### config.mk
export PLATFORM = sky130hd
export DESIGN_NAME = bus_write_sequencer
export DESIGN_NICKNAME = d
export VERILOG_FILES = /design/src/rtl/core_65c02_pkg.sv /design/src/rtl/bus_write_sequencer.sv
export SDC_FILE = /design/constraint.sdc
export NUM_CORES = 1
export LEC_CHECK = 0
export CELL_PAD_IN_SITES_DETAIL_PLACEMENT = 1
export CELL_PAD_IN_SITES_GLOBAL_PLACEMENT = 1
export CORE_MARGIN = 2
export CORE_UTILIZATION = 37
export DETAILED_ROUTE_END_ITERATION = 7
export GPL_TIMING_DRIVEN = 0
export PLACE_DENSITY = 0.81
export SKIP_CTS_REPAIR_TIMING = 1
export SLEW_MARGIN = 15
export SYNTH_ARGS = -nofsm -noshare
export SYNTH_HDL_FRONTEND = slang
export SYNTH_SLANG_ARGS = --single-unit
export TNS_END_PERCENT = 10
### constraint.sdc
create_clock -name clk -period 3.5 [get_ports clk]
set_input_delay 0.875 -clock clk [delete_from_list [all_inputs] [get_ports clk]]
set_output_delay 0.875 -clock clk [all_outputs]
set_load 0.02 [all_outputs]
### src/rtl/core_65c02_pkg.sv
// Shared 65C02 core types for the bus write path: write modes, sequencer states,
// the fixed stack page, and helpers for byte selection and target addressing.
package core_65c02_pkg;

  typedef enum logic {
    WR_ABS   = 1'b0,
    WR_STACK = 1'b1
  } write_mode_t;

  typedef enum logic [1:0] {
    IDLE   = 2'd0,
    WRITE  = 2'd1,
    FINISH = 2'd2
  } wr_state_t;

  localparam logic [7:0] STACK_PAGE = 8'h01;

  function automatic logic [7:0] sel_byte(input logic [23:0] data, input logic [1:0] idx);
    case (idx)
      2'd0:    sel_byte = data[7:0];
      2'd1:    sel_byte = data[15:8];
      default: sel_byte = data[23:16];
    endcase
  endfunction

  // Stack pushes walk downward within page 01; absolute writes walk upward and wrap at 64K.
  function automatic logic [15:0] byte_addr(input write_mode_t mode, input logic [15:0] base,
                                            input logic [7:0] sp, input logic [1:0] idx);
    if (mode == WR_STACK) begin
      byte_addr = {STACK_PAGE, sp - {6'd0, idx}};
    end else begin
      byte_addr = base + {14'd0, idx};
    end
  endfunction

endpackage

### src/rtl/bus_write_sequencer.sv
// Drives 65C02 write cycles (absolute stores and stack pushes) one byte per cycle.
// Define BUS_WRITE_RDY_STALL_EN to let rdy=0 stall write cycles; otherwise rdy is ignored.
module bus_write_sequencer
  import core_65c02_pkg::*;
(
  input  logic        clk,
  input  logic        rst,
  input  logic        start,
  input  logic        mode,
  input  logic [1:0]  byte_count,
  input  logic [15:0] wr_addr,
  input  logic [23:0] wr_data,
  input  logic [7:0]  sp_in,
  input  logic        rdy,
  output logic [15:0] addr_out,
  output logic [7:0]  db_out,
  output logic        rwb,
  output logic [7:0]  sp_out,
  output logic        sp_load,
  output logic        busy,
  output logic        done
);

  wr_state_t   state_q, state_d;
  write_mode_t mode_q, mode_d;
  logic [1:0]  count_q, count_d;
  logic [1:0]  idx_q, idx_d;
  logic [15:0] base_q, base_d;
  logic [23:0] data_q, data_d;
  logic [7:0]  spReq_q, spReq_d;
  logic [15:0] addr_q, addr_d;
  logic [7:0]  db_q, db_d;
  logic        rwb_q, rwb_d;
  logic [7:0]  spOut_q, spOut_d;
  logic        spLoad_q, spLoad_d;
  logic        busy_q, busy_d;
  logic        done_q, done_d;
  logic        advance;

`ifdef BUS_WRITE_RDY_STALL_EN
  assign advance = rdy;
`else
  logic rdy_unused;
  assign rdy_unused = rdy;
  assign advance    = 1'b1;
`endif

  always_ff @(posedge clk) begin
    if (rst) begin
      state_q  <= IDLE;
      mode_q   <= WR_ABS;
      count_q  <= 2'd0;
      idx_q    <= 2'd0;
      base_q   <= 16'h0000;
      data_q   <= 24'h000000;
      spReq_q  <= 8'h00;
      addr_q   <= 16'h0000;
      db_q     <= 8'h00;
      rwb_q    <= 1'b1;
      spOut_q  <= 8'h00;
      spLoad_q <= 1'b0;
      busy_q   <= 1'b0;
      done_q   <= 1'b0;
    end else begin
      state_q  <= state_d;
      mode_q   <= mode_d;
      count_q  <= count_d;
      idx_q    <= idx_d;
      base_q   <= base_d;
      data_q   <= data_d;
      spReq_q  <= spReq_d;
      addr_q   <= addr_d;
      db_q     <= db_d;
      rwb_q    <= rwb_d;
      spOut_q  <= spOut_d;
      spLoad_q <= spLoad_d;
      busy_q   <= busy_d;
      done_q   <= done_d;
    end
  end

  // Outputs are registered, so each transition loads the values the bus shows next cycle.
  always_comb begin
    state_d  = state_q;
    mode_d   = mode_q;
    count_d  = count_q;
    idx_d    = idx_q;
    base_d   = base_q;
    data_d   = data_q;
    spReq_d  = spReq_q;
    addr_d   = addr_q;
    db_d     = db_q;
    rwb_d    = rwb_q;
    spOut_d  = spOut_q;
    spLoad_d = 1'b0;
    busy_d   = busy_q;
    done_d   = 1'b0;

    case (state_q)
      IDLE: begin
        if (start && (byte_count != 2'd0)) begin
          state_d = WRITE;
          mode_d  = write_mode_t'(mode);
          count_d = byte_count;
          base_d  = wr_addr;
          data_d  = wr_data;
          spReq_d = sp_in;
          idx_d   = 2'd0;
          addr_d  = byte_addr(write_mode_t'(mode), wr_addr, sp_in, 2'd0);
          db_d    = wr_data[7:0];
          rwb_d   = 1'b0;
          busy_d  = 1'b1;
        end
      end

      WRITE: begin
        if (advance) begin
          if (idx_q == count_q - 2'd1) begin
            state_d = FINISH;
            rwb_d   = 1'b1;
            done_d  = 1'b1;
            if (mode_q == WR_STACK) begin
              spLoad_d = 1'b1;
              spOut_d  = spReq_q - {6'd0, count_q};
            end
          end else begin
            idx_d  = idx_q + 2'd1;
            addr_d = byte_addr(mode_q, base_q, spReq_q, idx_q + 2'd1);
            db_d   = sel_byte(data_q, idx_q + 2'd1);
          end
        end
      end

      FINISH: begin
        state_d = IDLE;
        busy_d  = 1'b0;
      end

      default: begin
        state_d = IDLE;
        busy_d  = 1'b0;
        rwb_d   = 1'b1;
      end
    endcase
  end

  assign addr_out = addr_q;
  assign db_out   = db_q;
  assign rwb      = rwb_q;
  assign sp_out   = spOut_q;
  assign sp_load  = spLoad_q;
  assign busy     = busy_q;
  assign done     = done_q;

endmodule
==> metrics.md <==
| Metric | Value |
|---|---|
| Placed instance area | about 5500 sq um |
| # fillers | about 1500 |
| Max-slew violation total from the final report | 0 |
| Total clock sinks | 91 |
| Sequential fraction of the synthesis area | 0.414 |
| DR DRC count | 8 |
| Clock Path Buffers | 2 |
| Endpoints failing setup | 0 |
| Vias | ~4400 |
| Fmax | 0.307 GHz |
| Cells after Synth | ~560 |
| Reg clk slew, reported paths | ~60 ps |
| Tot Pwr | approximately 0.0027 W |
| Syn_area_per_cell | approximately 7.9 sq um |
| CP peak stage delay | 470 ps |
| CP bufs+invs | 3 |
| DPL Wire Length | around 11 mm |
| Worst-margin pin slew | around 1100 ps |
| Pin count of the biggest net entering global routing | 14 |
| Top_reg_cell synth | dfxtp_1 |
| Final hold violation count | 0 |
| Layout cells sized above 1 | 0.0544 |
| Synth area leaders | dfxtp_1 (41%), nand2_1 (12%), a21oi_1 (7.2%), nor2_1 (3.6%), xnor2_1 (2.6%) |
| Net count, final | approximately 720 |
| Inserted Clock Buffers | 9 |
| Number of unique standard cell types used by synthesis | 56 |
| Via density | between 5 and 6 |
| Max IR drop VDD | roughly 0.00023 V |
| Die X | 113 um |
| Port Buffers | just under 90 |
| Die Span Y | roughly 110 um |
| CP Data Arrival Time | 3460 ps |
| Die Area | roughly 13000 sq um |
| Design area | about 5700 sq um |
| CTS tree | done |
| Hold Crit Class | flip-flop to flip-flop |
| Post-Place Setup Slack | -96.9 ps |
| Failing checks | design-rule violations |
| Critical Path Fanout Max | 10 |
| Initial antenna violation count | 0 |
| Clock tree root buffer cell | clkbuf_16 |
| First-pass GRT wire length | around 23 mm |
| Footprint of the multi-input gates | 2370 sq um |
| Post-synth ARST share | 0 |
| Post-Route WL | ~15 mm |
| Register area | 1820 sq um |
| Slew headroom | 0.258 |
| Mapped Area | about 4400 sq um |
| Placer Congestion | roughly 0.84 |
| Syn_nets | ~620 |
| DRT antenna net count | 0 |
| Ant. Diodes | 0 |
| Leakage | ~2.1 nW |
| H-tree lvl count | 3 |
| Yosys top cell area share | 0.414 |
| Period utilization | 0.930 |
| Status | finished, violations left |
| Post-synth EDFFs | 0 |
| Clk_lat worst skew | approximately 340 ps |
| Area leader, netlist | dfxtp_1 |
| Max_cap viols | 0 |
| Setup ws final | roughly 250 ps |
| Row cnt | 39 |
| Cell Pwr Density | 475 nW/um^2 |
| Synth warn | 0 |
| Layout area overhead | 30.1% |
| Top Family by Delay on Critical Path | buffers and inverters |
| Setup Crit Path Kind | flip-flop to flip-flop |
| Starting DRC count in detailed routing | between 200 and 250 |
| Overflow after GRT | 0 |
| R2R Setup Slk | between 200 and 250 ps |
| Critical Path Sink Type | flip-flop |
| Starting density of the core | 0.382 |
| WL per Instance | approximately 18 um |
| Number of synthesized register bits | between 90 and 100 |
| Critical path's slowest cell | ha_1 |
| CORE AREA | between 10000 and 15000 sq um |
| Max Clock Skew | around 8.5 ps |
| Vias in the first global route | approximately 4500 |
| GRT Resource Usage Total | 0.232 |
| Min Hold Slack | 455 ps |
| Utilization after layout | 0.497 |
| Startpoint types | flip-flop |
| I/O pins | 91 |
| Fin crit period | between 3000 and 4000 ps |
| DR pass1 iterations | 6 |
| RSZ-0062 raised after global routing | no |
| Worst path cell trace | inv_1, ha_1, clkbuf_2, clkbuf_2, xor2_1, ha_1, a21oi_1, nor2_1, and3_1, a221oi_1, a211oi_1 |
| Worst EP required | ~3700 ps |
## area by class of cell
cell class,count,area share
Multi-Input combinational cell,418,0.413
Sequential cell,91,0.318
Timing Repair Buffer,88,0.154
Clock buffer,12,0.0430
Buffer,41,0.0321
Tap cell,143,0.0312
Inverter,9,0.00590
Clock inverter,3,0.00262
## synthesized netlist by cell type (2+ instances only)
cell,count
a22oi_1,8
a211oi_1,15
nor2b_1,2
nand3_1,11
nor3_1,11
a31oi_1,2
buf_2,6
nand2_1,143
a21oi_1,63
a311oi_1,5
a21o_1,2
nand2b_1,4
o21ai_0,14
clkbuf_1,30
and3_1,3
nor4_1,2
buf_6,2
and4_1,2
nand4_1,4
inv_1,9
and2_1,3
nor3b_1,3
dfxtp_1,91
ha_1,8
a311oi_2,3
o21ai_1,2
nand3b_1,3
mux2i_1,10
nor2_1,42
a211oi_2,2
xor2_1,12
xnor2_1,13
a221oi_1,6
## cells by family after synthesis
family          share of synthesized area
flops                               0.414
fa+ha+maj                          0.0295
compound gates                      0.197
buf+inv                            0.0489
mux                                0.0287
xor+xnor                           0.0497
simple gates                        0.232
## flip-flops by register name, summed over array words and instances (netlist names)
name / flops
data_q: 24
addr_out: 16
base_q: 16
db_out: 8
spReq_q: 8
sp_out: 8
count_q: 2
idx_q: 2
state_q: 2
busy: 1
done: 1
mode_q: 1
rwb: 1
sp_load: 1
## through the flow
step	cells	TNS, ps
finish	805	0
global route	805	0
CTS	805	-191
detailed placement	790	-152
global placement	790	0
floorplan	559	0
## per-layer routing
metal / vias to the layer above / GRT usage / share of wire
li1: 2125 / - / -
met1: 2106 / 0.295 / 0.43
met2: 146 / 0.396 / 0.48
met3: 27 / 0.0327 / 0.056
met4: 0 / 0.0935 / 0.032
met5: - / 0 / 0
## placed cells by master, fill, tap and decap left out, types with 10 or more instances in the layout
cell,count
xor2_1,12
a211oi_1,15
a21oi_1,63
clkbuf_1,30
nor3_1,11
nand2_1,143
nand3_1,11
clkdlybuf4s50_1,88
dfxtp_1,91
mux2i_1,10
xnor2_1,13
o21ai_0,14
nor2_1,42
## worst paths after layout
| kind | startpoint | end | cells after the start |
|---|---|---|---|
| max | idx_q[0] | addr_out[12] | 11 |
| min | data_q[7] | data_q[7] | 2 |
| max reg2reg | idx_q[0] | addr_out[12] | 11 |
| min reg2reg | data_q[7] | data_q[7] | 2 |
## power breakdown
| group | total, W | internal (W) | switching [W] |
|---|---|---|---|
| clock network | 0.000893 | 0.000494 | 0.000399 |
| logic | 0.000646 | 0.000273 | 0.000373 |
| registers | 0.00118 | 0.00111 | 0.0000647 |
| total | 0.00272 | 0.00188 | 0.000836 |
## worst min-delay path, stage by stage (launching register included)
cell	delay, ps
dfxtp_1	310
nand2_1	50
a21oi_1	50
No activity file was read; power rests on OpenSTA's default activity.
